`src/rtl/seg7_scan_ctrl.sv`:
```
// seg7_scan_ctrl: multiplexed common-anode 7-segment scanner with hex decode, PWM dimming and a double-buffered frame load.
// Latency: an/a_to_g are registered one cycle after the scan state; a loaded frame first shows on digit 0 after the next frame boundary.
// Backpressure: pending stays high while a shadow frame waits for its swap; wr_en is dropped (never queued) while pending is high.
//
// Ports:
//   clk, clr                  clock, asynchronous active-high reset
//   wr_en, wr_data, wr_blank  frame load request; nibble k / blank bit k belong to digit k
//   brightness                duty level, 0 = off, all-ones = full on
//   pending                   shadow frame waiting for swap
//   frame_tick                one-cycle pulse after each frame boundary
//   a_to_g, an, dp            active-low segments (gfedcba), digit enables, decimal point
//   blink_mask                only with `define SEG7_BLINK_EN: digits forced off during the blink phase
//
// Optional feature: `define SEG7_BLINK_EN adds blink_mask and a 5-bit frame counter; blink phase = counter[4].
module seg7_scan_ctrl #(
  parameter int NUM_DIGITS  = 4,
  parameter int DIV_BITS    = 18,
  parameter int BRIGHT_BITS = 3
) (
  input  logic                    clk,
  input  logic                    clr,
  input  logic                    wr_en,
  input  logic [4*NUM_DIGITS-1:0] wr_data,
  input  logic [NUM_DIGITS-1:0]   wr_blank,
  input  logic [BRIGHT_BITS-1:0]  brightness,
`ifdef SEG7_BLINK_EN
  input  logic [NUM_DIGITS-1:0]   blink_mask,
`endif
  output logic                    pending,
  output logic                    frame_tick,
  output logic [6:0]              a_to_g,
  output logic [NUM_DIGITS-1:0]   an,
  output logic                    dp
);

  localparam int IDX_W = $clog2(NUM_DIGITS);

  logic [DIV_BITS-1:0]     clkdiv;
  logic [IDX_W-1:0]        idx;
  logic                    tick;
  logic                    boundary;
  logic [4*NUM_DIGITS-1:0] shadow_data;
  logic [4*NUM_DIGITS-1:0] active_data;
  logic [NUM_DIGITS-1:0]   shadow_blank;
  logic [NUM_DIGITS-1:0]   active_blank;
  logic [BRIGHT_BITS-1:0]  pwm;
  logic                    digit_on;
  logic                    blink_off;
  logic [3:0]              cur_nibble;
  logic [NUM_DIGITS-1:0]   an_nxt;

  function automatic logic [6:0] hex_to_seg(input logic [3:0] h);
    logic [6:0] s;
    case (h)
      4'h0:    s = 7'b1000000;
      4'h1:    s = 7'b1111001;
      4'h2:    s = 7'b0100100;
      4'h3:    s = 7'b0110000;
      4'h4:    s = 7'b0011001;
      4'h5:    s = 7'b0010010;
      4'h6:    s = 7'b0000010;
      4'h7:    s = 7'b1111000;
      4'h8:    s = 7'b0000000;
      4'h9:    s = 7'b0010000;
      4'hA:    s = 7'b0001000;
      4'hB:    s = 7'b0000011;
      4'hC:    s = 7'b1000110;
      4'hD:    s = 7'b0100001;
      4'hE:    s = 7'b0000110;
      default: s = 7'b0001110;
    endcase
    return s;
  endfunction

  assign tick       = &clkdiv;
  assign boundary   = tick && (idx == IDX_W'(NUM_DIGITS - 1));
  // Top bits of the dwell counter double as the PWM ramp, so every digit
  // gets the same duty pattern within its own dwell.
  assign pwm        = clkdiv[DIV_BITS-1 -: BRIGHT_BITS];
  assign digit_on   = (&brightness) || (pwm < brightness);
  assign cur_nibble = active_data[{idx, 2'b00} +: 4];
  assign dp         = 1'b1;

  // Scan: free-running dwell divider and digit index.
  always_ff @(posedge clk or posedge clr) begin
    if (clr) begin
      clkdiv <= '0;
      idx    <= '0;
    end else begin
      clkdiv <= clkdiv + 1'b1;
      if (tick) begin
        idx <= (idx == IDX_W'(NUM_DIGITS - 1)) ? '0 : idx + 1'b1;
      end
    end
  end

  // Double buffer: a swap at the boundary has priority, so a write landing
  // in the same cycle as a swap is dropped because pending is still high.
  always_ff @(posedge clk or posedge clr) begin
    if (clr) begin
      pending      <= 1'b0;
      shadow_data  <= '0;
      shadow_blank <= '0;
      active_data  <= '0;
      active_blank <= '1;
    end else if (boundary && pending) begin
      active_data  <= shadow_data;
      active_blank <= shadow_blank;
      pending      <= 1'b0;
    end else if (wr_en && !pending) begin
      shadow_data  <= wr_data;
      shadow_blank <= wr_blank;
      pending      <= 1'b1;
    end
  end

`ifdef SEG7_BLINK_EN
  logic [4:0] frame_cnt;

  always_ff @(posedge clk or posedge clr) begin
    if (clr) begin
      frame_cnt <= '0;
    end else if (boundary) begin
      frame_cnt <= frame_cnt + 1'b1;
    end
  end

  // blink_mask is live, not part of the buffered frame.
  assign blink_off = frame_cnt[4] && blink_mask[idx];
`else
  assign blink_off = 1'b0;
`endif

  // Only the scanned digit can ever be driven low.
  always_comb begin
    an_nxt = '1;
    if (digit_on && !active_blank[idx] && !blink_off) begin
      an_nxt[idx] = 1'b0;
    end
  end

  always_ff @(posedge clk or posedge clr) begin
    if (clr) begin
      an         <= '1;
      a_to_g     <= 7'b1111111;
      frame_tick <= 1'b0;
    end else begin
      an         <= an_nxt;
      a_to_g     <= hex_to_seg(cur_nibble);
      frame_tick <= boundary;
    end
  end

endmodule

```
`config.mk`:
```
export PLATFORM = sky130hd
export DESIGN_NAME = seg7_scan_ctrl
export DESIGN_NICKNAME = d
export VERILOG_FILES = /design/src/rtl/seg7_scan_ctrl.sv
export SDC_FILE = /design/constraint.sdc
export NUM_CORES = 1
export LEC_CHECK = 0
export ABC_AREA = 1
export CORE_MARGIN = 1
export CORE_UTILIZATION = 50
export DETAILED_ROUTE_END_ITERATION = 12
export GPL_TIMING_DRIVEN = 0
export PLACE_DENSITY = 0.75
export SLEW_MARGIN = 20
export SYNTH_ARGS = -nofsm -noshare
export SYNTH_HDL_FRONTEND = slang
export SYNTH_SLANG_ARGS = --single-unit
```
`constraint.sdc`:
```
create_clock -name clk -period 2.44 [get_ports clk]
set_input_delay 0.732 -clock clk [delete_from_list [all_inputs] [get_ports clk]]
set_output_delay 0.732 -clock clk [all_outputs]
set_load 0.01 [all_outputs]
```
==> impl_metrics.env, run 1 <==
export IMPL_status="completed"
export IMPL_worstSetupStartpointType="flip-flop"
export IMPL_slowest_delay_ns=0.60
export IMPL_firstDrtPassIters=4
export IMPL_clock_sinks=73
export IMPL_grt_pass1_vias=2446
export IMPL_cts_setup_buffers=0
export IMPL_cpMaxStageDelayCell="clkdlybuf4s50_1"
export IMPL_synth_top_area_share=0.417
export IMPL_row_count=30
export IMPL_drtIter0Drc=82
export IMPL_synth_fa_ha_area_frac=0.0467
export IMPL_syn_avg_cell_area_sq_um=9.94
export IMPL_pwr_share_seq=0.548
export IMPL_globalplace_congestion=0.818
export IMPL_layout_drive_gt1_share=0.209
export IMPL_synthMuxAreaShare=0.0647
export IMPL_rsz0062_at_grt="no"
export IMPL_clockBufferDepth=2
export IMPL_path_clk_slew_ns=0.07
export IMPL_syn_instance_count=350
export IMPL_p_int_mw=1.82
export IMPL_finalHoldViolations=0
export IMPL_synth_edf_count=0
export IMPL_worst_pin_slew_ns=0.549
export IMPL_max_freq_mhz=461
export IMPL_cts_hold_buf=0
export IMPL_cts_root_buf="clkbuf_8"
export IMPL_p_comb_frac=0.049
export IMPL_yosys_warnings=0
export IMPL_path_cells="clkdlybuf4s50_1"
export IMPL_synth_seq_cells=73
export IMPL_ys_flop_type="dfrtp_1"
export IMPL_cp_required_ns=1.71
export IMPL_grt_pass1_wl_um=11300
export IMPL_drv_cap=0
export IMPL_grt_total_usage=0.199
export IMPL_synthSimpleGateAreaFrac=0.233
export IMPL_utilization=0.622
export IMPL_min_period_ns=2.17
export IMPL_power_density_nw_per_um2=553
export IMPL_crit_family="buffers and inverters"
export IMPL_htree_levels=3
export IMPL_synth_compound_area_share=0.0273
export IMPL_ff2ff_path_depth=12
export IMPL_routedWlPerCell_um=12.7
export IMPL_post_cts_resized=0
export IMPL_port_buffers=38
export IMPL_crit_buf_inv=1
export IMPL_grt_antenna_before_repair=0
export IMPL_async_flop_share=1.00
export IMPL_path_depth=1
export IMPL_vias_per_cell=5.04
export IMPL_p_leak_nw=2.05
export IMPL_synth_area_sq_um=3480
export IMPL_ir_drop_mv=0.490
export IMPL_multi_input_comb_area_sq_um=1430
export IMPL_area_sequential_sq_um=1850
export IMPL_worstPathArrival_ns=1.44
export IMPL_wl_um=6200
export IMPL_fp_dieH_um=85.4
export IMPL_cp_max_fo=6
export IMPL_tns_ns=0
export IMPL_yosysMostFrequentCell="nand2_1"
export IMPL_hold_path_class="flip-flop to flip-flop"
export IMPL_core_area_sq_um=6760
export IMPL_ys_top_cells_by_count="nand2_1, dfrtp_1, nand3_1, inv_1, mux2_2"
export IMPL_pin_count=40
export IMPL_yosysSeqAreaShare=0.530
export IMPL_synthTopCellsByArea="dfrtp_1, dfstp_2, nand2_1, mux2_2, nand3_1"
export IMPL_vias=2449
export IMPL_cts_tree="done"
export IMPL_syn_nets=389
export IMPL_slew_viol_final=0
export IMPL_clk_latency_ns=0.34
export IMPL_hpwl_um=4530
export IMPL_synth_top_area_cell="dfrtp_1"
export IMPL_p_clk_frac=0.403
export IMPL_cts_buffers=9
export IMPL_sw_frac_of_total=0.216
export IMPL_area_growth_syn_to_layout_pct=20.7
export IMPL_relSlewSlack=0.631
export IMPL_crit_path_end_kind="output port"
export IMPL_period_share=0.889
export IMPL_die_w_um=85.4
export IMPL_finalSetupViolCount=0
export IMPL_gr_total_overflow=0
export IMPL_ant_nets=0
export IMPL_synth_distinct_cells=32
export IMPL_synthXorXnorAreaFrac=0.0378
export IMPL_grt_max_degree=35
export IMPL_fin_skew_ns=0.00714
export IMPL_dieArea_sq_um=7300
export IMPL_num_antenna_cells=0
export IMPL_power_switching_uw=502
export IMPL_drc=0
export IMPL_synth_top_family_by_area="simple AND/OR/NAND/NOR gates"
export IMPL_crit_type="flip-flop to output port"
export IMPL_worstHoldPathCells=2
export IMPL_nNetsFinal=440
export IMPL_start_util=0.515
export IMPL_fillers=555
==> placed cells by master, fill, tap and decap left out, types with 2 or more instances in the layout <==
cell type,n
nand2_1,105
dfrtp_1,58
clkdlybuf4s50_1,38
nand3_1,37
inv_1,20
mux2_2,20
dfstp_2,15
ha_1,13
nor2_1,12
clkbuf_8,10
xor2_1,8
o21ai_0,7
xnor2_1,7
buf_6,6
nand2_2,6
nor2_4,4
inv_2,4
buf_4,3
a21oi_1,3
o211ai_1,3
clkinv_2,3
clkinvlp_4,3
buf_2,2
nand3_4,2
nor3_1,2
nand4_1,2
buf_12,2
==> layout make-up <==
| cell class | instances | area share |
|---|---|---|
| multi-input combinational | 239 | 0.340 |
| tap | 80 | 0.0238 |
| timing repair buffer | 40 | 0.100 |
| inverter | 27 | 0.0259 |
| buffer | 11 | 0.0238 |
| sequential | 73 | 0.439 |
| clock buffer | 11 | 0.0337 |
| clock inverter | 5 | 0.0131 |
==> power groups by stage <==
stage	registers (mW)	logic, mW	clock network, mW
3_5_place_dp	1.29	0.118	0
5_1_grt	1.28	0.128	1.03
4_1_cts	1.27	0.118	0.959
3_3_place_gp	1.29	0.105	0
2_1_floorplan	1.29	0.0566	0
6_report	1.27	0.114	0.935
==> sequential cells by signal, summed over array words and instances (netlist names) <==
register,flops
active_blank,4
idx,2
shadow_blank,4
an,4
shadow_data,16
pending,1
active_data,16
clkdiv,18
frame_tick,1
a_to_g,7
==> final timing paths <==
kind / from / endpoint / slack, ns
min in group asynchronous: clr / clkdiv[6] / 0.70
max in group asynchronous: clr / active_blank[3] / 1.21
worst max-delay path: pending / pending / 0.27
worst max register to register: idx[0] / a_to_g[3] / 0.51
worst min register to register: active_blank[3] / active_blank[3] / 0.47
worst min-delay path: active_blank[3] / active_blank[3] / 0.47
==> per-stage QoR <==
stage	power (mW)	hold slack (ns)	cells	instance area [sq um]	setup slack, ns
3_5_place_dp	1.41	0.458	470	4000	0.254
2_1_floorplan	1.34	0.446	350	3480	0.770
6_report	2.32	0.469	486	4200	0.272
4_1_cts	2.35	0.471	486	4200	0.261
3_3_place_gp	1.40	0.459	468	3960	0.0518
5_1_grt	2.43	0.491	486	4200	0.235
==> metal layers <==
layer / share of wire / wire length (um) / GRT usage
met1: 0.47 / 2900 / 0.261
met2: 0.49 / 3010 / 0.325
met3: 0.029 / 181 / 0.0409
met4: 0.015 / 96 / 0.0773
met5: 0 / 0 / 0
==> logic make-up (layout without fill, tap and decap cells) <==
| group | after synthesis | in the layout |
|---|---|---|
| AO/OA/AOI/OAI | 16 | 16 |
| other | 1 | 1 |
| XOR/XNOR | 15 | 15 |
| AND/OR/NAND/NOR | 174 | 174 |
| multiplexers | 20 | 20 |
| flip-flops | 73 | 73 |
| buffers and inverters | 38 | 94 |
| adder cells (fa/ha/maj) | 13 | 13 |
==> tightest hold or removal path, stage by stage, from the launching register on <==
cell and delay, ns:
dfstp_2 0.37, nand2_1 0.05, nand2_1 0.05
(Power assumes the default switching activity.)
==> run 2, diff against run 1 <==
--- a/config.mk
+++ b/config.mk
@@ -8,6 +8,7 @@
 export ABC_AREA = 1
 export CORE_MARGIN = 1
 export CORE_UTILIZATION = 50
+export CTS_CLUSTER_DIAMETER = 50
 export DETAILED_ROUTE_END_ITERATION = 12
 export GPL_TIMING_DRIVEN = 0
 export PLACE_DENSITY = 0.75
==> results of run 2 <==
Same layout as run 1: the final DEF is identical, and so are final timing and power.
==> run 3, diff against run 2 <==
--- a/config.mk
+++ b/config.mk
@@ -5,13 +5,14 @@
 export SDC_FILE = /design/constraint.sdc
 export NUM_CORES = 1
 export LEC_CHECK = 0
-export ABC_AREA = 1
+export ABC_AREA = 0
 export CORE_MARGIN = 1
-export CORE_UTILIZATION = 50
+export CORE_UTILIZATION = 55
 export CTS_CLUSTER_DIAMETER = 50
 export DETAILED_ROUTE_END_ITERATION = 12
+export DONT_BUFFER_PORTS = 1
 export GPL_TIMING_DRIVEN = 0
-export PLACE_DENSITY = 0.75
+export PLACE_DENSITY = 0.73
 export SLEW_MARGIN = 20
 export SYNTH_ARGS = -nofsm -noshare
 export SYNTH_HDL_FRONTEND = slang
==> impl_metrics.env, run 3 <==
export IMPL_synth_top_area_cell="dfrtp_1"
export IMPL_post_cts_resized=0
export IMPL_ys_flop_type="dfrtp_1"
export IMPL_highest_signal_layer="met4"
export IMPL_ys_top_cells_by_count="dfrtp_1, mux2_2, dfstp_2, ha_1"
export IMPL_p_leak_nw=1.65
export IMPL_firstDrtPassIters=4
export IMPL_hold_slack_ns=0.216
export IMPL_synth_seq_cells=73
export IMPL_synthTopCellsByArea="dfrtp_1, mux2_2, dfstp_2, ha_1, xnor2_1"
export IMPL_grt_max_degree=33
export IMPL_layout_setup_ws_ns=0.290
export IMPL_worstSetupStartpointType="flip-flop"
export IMPL_reg2reg_slack_ns=0.29
export IMPL_fp_dieH_um=78.9
export IMPL_final_common_cell="dfrtp_1"
export IMPL_cts_root_buf="clkbuf_8"
export IMPL_cts_buffers=9
export IMPL_ir_drop_mv=0.405
export IMPL_synth_compound_area_share=0.0277
export IMPL_routed_wl_met3_um=268
export IMPL_clockBufferDepth=2
export IMPL_routedWlPerCell_um=15.8
export IMPL_worstPathArrival_ns=2.40
export IMPL_wl_um=5060
export IMPL_hold_path_class="input port to async pin"
export IMPL_vias_per_cell=5.47
export IMPL_syn_instance_count=230
export IMPL_hpwl_um=3620
export IMPL_min_period_ns=2.15
export IMPL_drc=0
export IMPL_final_cell_mix="dfrtp_1, mux2_2, dfstp_2, ha_1, clkbuf_8"
export IMPL_pin_count=40
export IMPL_area_growth_syn_to_layout_pct=10.2
export IMPL_utilization=0.640
export IMPL_finalHoldViolations=0
export IMPL_fin_skew_ns=0.00606
export IMPL_nNetsFinal=282
export IMPL_synth_top_family_by_area="multiplexers"
export IMPL_cp_endpoint="a_to_g[3]"
export IMPL_finalSetupViolCount=0
export IMPL_yosysSeqAreaShare=0.567
export IMPL_path_clk_slew_ns=0.07
export IMPL_status="completed"
export IMPL_synth_area_sq_um=3250
export IMPL_cp_startpoint="idx[1]"
export IMPL_cts_tree="done"
export IMPL_port_buffers=0
export IMPL_preCtsSetupSlack_ns=0.263
export IMPL_rsz0062_at_grt="no"
export IMPL_max_freq_mhz=465
export IMPL_synth_distinct_cells=39
export IMPL_fin_area_sq_um=3590
export IMPL_wl_met1_um=2390
export IMPL_clock_sinks=73
export IMPL_ant_nets=0
export IMPL_clk_latency_ns=0.33
export IMPL_cts_hold_buf=0
export IMPL_vias=1750
export IMPL_tns_ns=0
export IMPL_globalplace_congestion=0.745
export IMPL_grt_total_usage=0.190
export IMPL_synthSimpleGateAreaFrac=0.0815
export IMPL_gr_total_overflow=0
export IMPL_core_area_sq_um=5610
export IMPL_layout_drive_gt1_share=0.359
export IMPL_syn_avg_cell_area_sq_um=14.1
export IMPL_synthMuxAreaShare=0.198
export IMPL_dieArea_sq_um=6230
export IMPL_dpl_cell_area_sq_um=3390
export IMPL_grt_antenna_before_repair=0
export IMPL_async_flop_share=1.00
export IMPL_reg_top3="clkdiv: 18 flops, active_data: 16 flops, shadow_data: 16 flops"
export IMPL_htree_levels=3
export IMPL_grt_pass1_vias=1696
export IMPL_r2r_end="a_to_g[3]"
export IMPL_largest_reg_flops=18
export IMPL_drv_cap=0
export IMPL_regMostFlops="clkdiv"
export IMPL_ff2ff_path_depth=6
export IMPL_cts_setup_buffers=0
export IMPL_crit_path_end_kind="flip-flop"
export IMPL_slew_viol_final=0
export IMPL_row_count=27
export IMPL_synth_top_area_share=0.446
export IMPL_synth_fa_ha_area_frac=0.0500
export IMPL_yosysMostFrequentCell="dfrtp_1"
export IMPL_worst_pin_slew_ns=0.634
export IMPL_crit_type="flip-flop to flip-flop"
export IMPL_synthXorXnorAreaFrac=0.0431
export IMPL_period_share=0.881
export IMPL_die_w_um=78.9
export IMPL_cp_required_ns=2.69
export IMPL_syn_nets=269
export IMPL_relSlewSlack=0.577
export IMPL_drtIter0Drc=86
export IMPL_power_density_nw_per_um2=636
export IMPL_synth_edf_count=0
export IMPL_grt_pass1_wl_um=8550
export IMPL_start_util=0.580
export IMPL_timing_rr_start="idx[1]"
export IMPL_yosys_warnings=0
export IMPL_met2_length_um=2300
export IMPL_num_antenna_cells=0
export IMPL_cp_max_fo=8
## run 3: kinds of logic after synthesis
kind of cell | Yosys count
adders and majority gates | 13
and+or+nand+nor | 43
other | 1
muxes | 52
AOI/OAI and AO/OA | 14
DFF | 73
buffers and inverters | 18
xor gates and xnor gates | 16
## run 3: layout make-up
cell class	instances	area (sq um)
Buffer	8	63.8
Clock buffer	13	159
Clock inverter	3	40.0
Fill cell	441	2020
Inverter	10	41.3
Multi-Input combinational cell	139	1310
Sequential cell	73	1850
Tap cell	72	90.1
Timing Repair Buffer	2	40.0
## run 3: metal layers
metal  vias up  track usage
li1        834            -
met1       864        0.259
met3         7       0.0529
met4         0        0.113
met2        45        0.272
met5         -            0
## run 3: where the power goes
group / internal (mW) / total [mW] / switching, mW
Sequential: 1.25 / 1.27 / 0.0199
Clock: 0.526 / 0.937 / 0.410
Combinational: 0.0381 / 0.0737 / 0.0356
## run 3: worst min-delay path by stage
stage / start / end / cells after the start
floorplan: clkdiv[0] / clkdiv[0] / 1
global placement: clkdiv[11] / clkdiv[11] / 1
detailed placement: clkdiv[11] / clkdiv[11] / 1
CTS: clr / clkdiv[17] / 1
global route: clr / clkdiv[16] / 1
finish: clr / clkdiv[10] / 1
## run 3: through the flow
stage,power [mW],std cells
6_report,2.28,320
5_1_grt,2.38,320
4_1_cts,2.32,320
3_5_place_dp,1.37,304
3_3_place_gp,1.36,302
2_1_floorplan,1.34,230
## run 3: worst max-delay path, cell delays in order (launching register included)
cell,delay (ns)
dfrtp_1,0.37
clkbuf_1,0.38
mux4_1,0.41
inv_1,0.13
ha_1,0.29
inv_1,0.05
mux4_2,0.44
